[src/rtl/phase0_pkg.sv]
// Shared types for the phase0 table loader: FSM state encoding and error codes.
package phase0_pkg;

  typedef enum logic [1:0] {
    IDLE = 2'd0,
    LOAD = 2'd1,
    DONE = 2'd2
  } phase0_state_t;

  localparam logic [1:0] ERR_NONE    = 2'd0;
  localparam logic [1:0] ERR_BAD_CMD = 2'd1;
  localparam logic [1:0] ERR_SHORT   = 2'd2;
  localparam logic [1:0] ERR_LONG    = 2'd3;

endpackage

[src/rtl/phase0_table_loader_if.sv]
// Valid/ready word stream feeding the phase0 table loader; the host drives master, the loader is slave.
interface phase0_table_loader_if #(
  parameter int DATA_WIDTH = 16
);
  logic                  valid;
  logic                  ready;
  logic [DATA_WIDTH-1:0] data;
  logic                  last;

  modport master (output valid, data, last, input ready);
  modport slave  (input valid, data, last, output ready);
endinterface

[src/rtl/phase0_checksum_acc.sv]
// Wrapping accumulator of loaded table words; cleared when a new load is accepted.
module phase0_checksum_acc #(
  parameter int DATA_WIDTH = 16
) (
  input  logic                  clka,
  input  logic                  rsta_n,
  input  logic                  clear,
  input  logic                  enable,
  input  logic [DATA_WIDTH-1:0] data,
  output logic [DATA_WIDTH-1:0] sum
);

  always_ff @(posedge clka or negedge rsta_n) begin
    if (!rsta_n) begin
      sum <= '0;
    end else if (clear) begin
      sum <= '0;
    end else if (enable) begin
      sum <= sum + data;
    end
  end

endmodule

[src/rtl/phase0_table_loader.sv]
// Runtime writer for the phase0 lookup BRAM: start command + word stream -> registered single-word writes.
// Define PHASE0_LOADER_CHECKSUM_EN to build the running checksum of loaded words; otherwise checksum is 0.
module phase0_table_loader
  import phase0_pkg::*;
#(
  parameter int CLASSIFIER_ID = 0,
  parameter int PHASE0_INDEX  = 0,
  parameter int ADDR_WIDTH    = 16,
  parameter int DATA_WIDTH    = 16,
  parameter int DEPTH         = 65536
) (
  input  logic                  clka,
  input  logic                  rsta_n,
  input  logic                  start,
  input  logic [ADDR_WIDTH-1:0] start_base,
  input  logic [ADDR_WIDTH:0]   start_len,
  phase0_table_loader_if.slave  s,
  output logic                  web,
  output logic [ADDR_WIDTH-1:0] addrb,
  output logic [DATA_WIDTH-1:0] dinb,
  output logic                  busy,
  output logic                  done,
  output logic [1:0]            err_code,
  output logic [DATA_WIDTH-1:0] checksum
);

  localparam logic [ADDR_WIDTH+1:0] DEPTH_X = (ADDR_WIDTH+2)'(DEPTH);
  localparam logic [ADDR_WIDTH:0]   CNT_ONE = {{ADDR_WIDTH{1'b0}}, 1'b1};

  // The identity parameters only tag the instance; reject nonsense values at elaboration.
  if (DEPTH < 1 || longint'(DEPTH) > (longint'(1) << ADDR_WIDTH) ||
      CLASSIFIER_ID < 0 || PHASE0_INDEX < 0) begin : g_bad_params
    $error("phase0_table_loader: illegal parameter set");
  end

  phase0_state_t         state, state_nxt;
  logic [ADDR_WIDTH-1:0] base_r;
  logic [ADDR_WIDTH:0]   last_idx_r;
  logic [ADDR_WIDTH:0]   cnt_r;
  logic [ADDR_WIDTH+1:0] cmd_end;
  logic                  cmd_ok;
  logic                  cmd_take;
  logic                  hs;
  logic                  at_last;
  logic [1:0]            err_nxt;

  // Range check is two bits wider than the address so base+len==DEPTH cannot overflow.
  assign cmd_end = {2'b00, start_base} + {1'b0, start_len};
  assign cmd_ok  = (start_len != '0) && (cmd_end <= DEPTH_X);
  assign hs      = (state == LOAD) && s.valid;
  assign at_last = (cnt_r == last_idx_r);

  always_ff @(posedge clka or negedge rsta_n) begin
    if (!rsta_n) begin
      state <= IDLE;
    end else begin
      state <= state_nxt;
    end
  end

  always_comb begin
    state_nxt = state;
    err_nxt   = err_code;
    cmd_take  = 1'b0;
    s.ready   = 1'b0;
    busy      = 1'b1;
    done      = 1'b0;
    unique case (state)
      IDLE: begin
        busy = 1'b0;
        if (start) begin
          if (cmd_ok) begin
            cmd_take  = 1'b1;
            err_nxt   = ERR_NONE;
            state_nxt = LOAD;
          end else begin
            err_nxt = ERR_BAD_CMD;
          end
        end
      end
      LOAD: begin
        s.ready = 1'b1;
        if (hs) begin
          if (at_last && s.last) begin
            state_nxt = DONE;
          end else if (s.last) begin
            err_nxt   = ERR_SHORT;
            state_nxt = IDLE;
          end else if (at_last) begin
            err_nxt   = ERR_LONG;
            state_nxt = IDLE;
          end
        end
      end
      DONE: begin
        done      = 1'b1;
        state_nxt = IDLE;
      end
      default: begin
        state_nxt = IDLE;
      end
    endcase
  end

  // Write port stage: one registered write the cycle after each accepted word.
  always_ff @(posedge clka or negedge rsta_n) begin
    if (!rsta_n) begin
      err_code   <= ERR_NONE;
      base_r     <= '0;
      last_idx_r <= '0;
      cnt_r      <= '0;
      web        <= 1'b0;
      addrb      <= '0;
      dinb       <= '0;
    end else begin
      err_code <= err_nxt;
      web      <= hs;
      if (cmd_take) begin
        base_r     <= start_base;
        last_idx_r <= start_len - CNT_ONE;
        cnt_r      <= '0;
      end
      if (hs) begin
        addrb <= base_r + cnt_r[ADDR_WIDTH-1:0];
        dinb  <= s.data;
        cnt_r <= cnt_r + CNT_ONE;
      end
    end
  end

`ifdef PHASE0_LOADER_CHECKSUM_EN
  phase0_checksum_acc #(
    .DATA_WIDTH (DATA_WIDTH)
  ) u_checksum (
    .clka   (clka),
    .rsta_n (rsta_n),
    .clear  (cmd_take),
    .enable (hs),
    .data   (s.data),
    .sum    (checksum)
  );
`else
  assign checksum = '0;
`endif

endmodule
[src/flat_wrapper.sv]
// flat-port wrapper written by rule: the top's interface ports become plain ports
module phase0_table_loader_flat import phase0_pkg::*;
#(
  parameter int CLASSIFIER_ID = 0,
  parameter int PHASE0_INDEX  = 0,
  parameter int ADDR_WIDTH    = 16,
  parameter int DATA_WIDTH    = 16,
  parameter int DEPTH         = 65536
)
  (clka, rsta_n, start, start_base, start_len, web, addrb, dinb, busy, done, err_code, checksum, s_valid, s_data, s_last, s_ready);
  phase0_table_loader_if #(.DATA_WIDTH(DATA_WIDTH)) s_i ();
  input  logic clka;
  input  logic rsta_n;
  input  logic start;
  input  logic [ADDR_WIDTH-1:0] start_base;
  input  logic [ADDR_WIDTH:0] start_len;
  output logic web;
  output logic [ADDR_WIDTH-1:0] addrb;
  output logic [DATA_WIDTH-1:0] dinb;
  output logic busy;
  output logic done;
  output logic [1:0] err_code;
  output logic [DATA_WIDTH-1:0] checksum;
  input wire logic [$bits(s_i.valid)-1:0] s_valid;
  input wire logic [$bits(s_i.data)-1:0] s_data;
  input wire logic [$bits(s_i.last)-1:0] s_last;
  output wire logic [$bits(s_i.ready)-1:0] s_ready;
  assign s_i.valid = s_valid;
  assign s_i.data = s_data;
  assign s_i.last = s_last;
  assign s_ready = s_i.ready;
  phase0_table_loader #(.CLASSIFIER_ID(CLASSIFIER_ID), .PHASE0_INDEX(PHASE0_INDEX), .ADDR_WIDTH(ADDR_WIDTH), .DATA_WIDTH(DATA_WIDTH), .DEPTH(DEPTH)) u_core (.clka(clka), .rsta_n(rsta_n), .start(start), .start_base(start_base), .start_len(start_len), .s(s_i), .web(web), .addrb(addrb), .dinb(dinb), .busy(busy), .done(done), .err_code(err_code), .checksum(checksum));
endmodule
[config.mk]
export PLATFORM = sky130hd
export DESIGN_NAME = phase0_table_loader_flat
export DESIGN_NICKNAME = d
export VERILOG_FILES = /design/src/rtl/phase0_pkg.sv /design/src/rtl/phase0_table_loader_if.sv /design/src/rtl/phase0_checksum_acc.sv /design/src/rtl/phase0_table_loader.sv /design/src/flat_wrapper.sv
export SDC_FILE = /design/constraint.sdc
export NUM_CORES = 1
export LEC_CHECK = 0
export CORE_AREA = 2 2 104 106
export CTS_CLUSTER_SIZE = 24
export DETAILED_ROUTE_END_ITERATION = 7
export DIE_AREA = 0 0 106 108
export GPL_ROUTABILITY_DRIVEN = 0
export HOLD_SLACK_MARGIN = 0.12
export PLACE_DENSITY = 0.95
export SYNTH_ARGS = -nofsm -noshare
export SYNTH_HDL_FRONTEND = slang
export SYNTH_SLANG_ARGS = --single-unit
[constraint.sdc]
create_clock -name clka -period 6.1 [get_ports clka]
set_clock_uncertainty 0.2 [all_clocks]
set_input_delay 0.61 -clock clka [delete_from_list [all_inputs] [get_ports clka]]
set_output_delay 0.61 -clock clka [all_outputs]
set_load 0.05 [all_outputs]
==> reports/results.txt <==
Final WS setup - 1.65 ns
Post-DP Area - 6700 µm²
Internal power - 1.56 mW
Worst-margin pin slew - 1.04 ns
RSZ-0062 raised after global routing - false
I/O Pins - 108
Vias per cell - 5.82
Gr usage total - 0.233
CP max stage cell - a2111oi_1
Synthesis Warnings - 0
Clock root cell - clkbuf_8
IO buf count - 91
Clk pwr share - 0.132
DR iter-0 viols - 295
Final Cycle Share - 0.729
Max_cap viols - 0
Net Switching - 1.18 mW
Max Slew Vio Count - 0
CP Capture Type - flop
Vias in the first global route - 4,585
Crit-path max FO - 51
Largest delay share family, worst path - compound AO/OA/AOI/OAI gates
Placed cell count - 814
Class of the tightest hold or removal check - input pin to async pin
#FFs+latches synth - 87
Sw Ratio - 0.431
Post-CTS Setup Bufs - 0
Antenna cell count - 0
Maximum vdd ir drop - 0.000254 V
CTS Sinks - 87
Worst slew margin - 0.307
CP Launch Type - input pin
Leakage power - 3.14 nW
CP arrival - 4.49 ns
CP Cell Sequence - clkdlybuf4s50_1 > ha_1 > a211oi_1 > o21bai_1 > a2111oi_1 > nor4_1 > nor3_1 > nand4b_1 > a211oi_4 > buf_4 > mux2_1
Setup TNS - 0 ns
Synth Flop Type - dfrtp_1
Fmax - 0.225 GHz
Die H - 108 µm
Worst-Skew Late Latency - 0.35 ns
Gate Count Post-Synth - 607
Yosys cell types - 67
WP data required - 6.14 ns
Syn Std Cell Area - 5790 µm²
Fin cells - 829
Pre-CTS WS - 1.33 ns
Post-DRT Antenna Nets - 0
Buf/Inv on CP - 2
Final Critical Period - 4.45 ns
Clock tree buffer depth - 2
P&R area growth vs syn - 18.9%
TritonCTS clock tree - built
DRC Markers - 0
Layout cells sized above 1 - 0.0967
DRT Wirelength - 13,200 µm
Pwr/cell area - 398 nW/µm²
Comb power frac - 0.517
First-pass GRT wire length - 21,200 µm
Syn avg cell area - 9.54 µm²
Pre-antenna DRT Iters - 5
Largest net degree at the start of global routing - 88
Total number of vias - 4,827
Hold-fix buffers, CTS - 0
Crit path kind - input pin to flop
Post-detail-place hpwl - 10,100 µm
Slowest stage delay, CP - 0.63 ns
CTS Buf Count - 9
Outcome - finished, final reports clean
Design Area, Final - 6880 µm²
CTS clk-pin slew, worst paths - 0.08 ns
Sequential area share after synthesis - 0.376
Site Rows - 37
Die width - 106 µm
Finished Core Util - 0.672
Number of synthesized flops with an enable pin - 0
CTS H-tree depth - 3
Resized Gates After CTS - 0
Core footprint - 10,200 µm²
Gr ovfl total - 0
Pwr Total - 2.74 mW
WL per Instance - 15.9 µm
Sequential power share - 0.351
Nets - 778
Hold Violations, Final - 0
Fraction of registers with async set/reset - 1.00
Full die area - 11,400 µm²
Final setup viols - 0
Min Hold Slack - 0.230 ns
Initial antenna violation count - 0
Initial Utilization - 0.566
metal layers:
metal  routed length [µm]  vias up  global-route usage
li1                     -     2279                   -
met1                 5510     2253               0.292
met2                 6100      243               0.390
met3                 1060       52              0.0488
met4                  503        0               0.107
met5                    0        -                   0
cells in the mapped netlist (8+ instances only):
library cell,instances,area share
nor3_1,14,0.012
clkbuf_1,11,0.0071
ha_1,33,0.071
a21oi_1,19,0.016
o21ai_0,25,0.022
nand3_1,13,0.011
dfrtp_1,87,0.38
or2_2,11,0.012
o21ai_1,14,0.012
nor2_1,31,0.020
and3_1,9,0.0097
xnor2_1,21,0.032
a21o_1,8,0.010
buf_4,16,0.021
nand2b_1,14,0.015
nand2_1,101,0.065
inv_1,16,0.010
mux2_4,31,0.080
xor2_1,30,0.045
layout make-up:
| cell class | instances | area, µm² |
|---|---|---|
| repair buffers | 93 | 923 |
| well taps | 136 | 170 |
| inverters | 16 | 60.1 |
| clock buffers | 15 | 176 |
| fillers | 784 | 3350 |
| flip-flops and latches | 87 | 2180 |
| multi-input cells | 482 | 3370 |
cells by family after synthesis:
kind of cell | share of synthesized area
and+or+nand+nor | 0.189
AOI/OAI and AO/OA | 0.139
DFF | 0.376
buffers and inverters | 0.0508
xor gates and xnor gates | 0.0772
adders and majority gates | 0.0783
muxes | 0.0897
other | 0.000648
flip-flops by register name, indices dropped and copies added, names as in the netlist:
name,count
u_core.dinb,16
u_core.web,1
u_core.state,2
u_core.base_r,16
u_core.cnt_r,17
u_core.last_idx_r,17
u_core.addrb,16
u_core.err_code,2
placed cells by master, fill, tap and decap left out, types with 4 or more instances in the layout:
cell,count
xnor2_1,21
o21ai_1,14
nand4_1,5
o21ai_0,25
a21oi_1,19
nand2b_1,14
nor4_1,7
nor3_1,14
nor2_1,31
nand3_1,13
ha_1,33
and3_1,9
a211oi_1,7
o21a_1,4
mux2_4,31
clkbuf_8,12
nand2_1,101
o221ai_1,4
or2_2,11
clkdlybuf4s50_1,90
xor2_1,30
inv_1,16
dfrtp_1,87
conb_1,16
a21o_1,8
power by group through the flow:
stage	Clock, mW	Combinational [mW]	Sequential, mW
final	0.363	1.42	0.961
after global routing	0.396	1.51	0.988
after CTS	0.370	1.42	0.961
after detailed placement	0	1.41	0.973
after global placement	0	1.36	0.956
after floorplan	0	0.648	1.30
worst paths after layout:
kind	from	end	slack, ns	cells past startpoint
min in group clka	u_core.dinb[4]$_DFFE_PN0P_	u_core.dinb[4]$_DFFE_PN0P_	0.27	2
max reg2reg	u_core.cnt_r[1]$_DFFE_PN0P_	u_core.addrb[15]$_DFFE_PN0P_	2.74	9
min	rsta_n	u_core.dinb[2]$_DFFE_PN0P_	0.23	1
max in group asynchronous	rsta_n	u_core.err_code[1]$_DFFE_PN0P_	4.81	1
max	start_len[1]	u_core.base_r[0]$_DFFE_PN0P_	1.65	11
min reg2reg	u_core.dinb[4]$_DFFE_PN0P_	u_core.dinb[4]$_DFFE_PN0P_	0.27	2
Note: power is estimated with default switching activity, not from simulation.
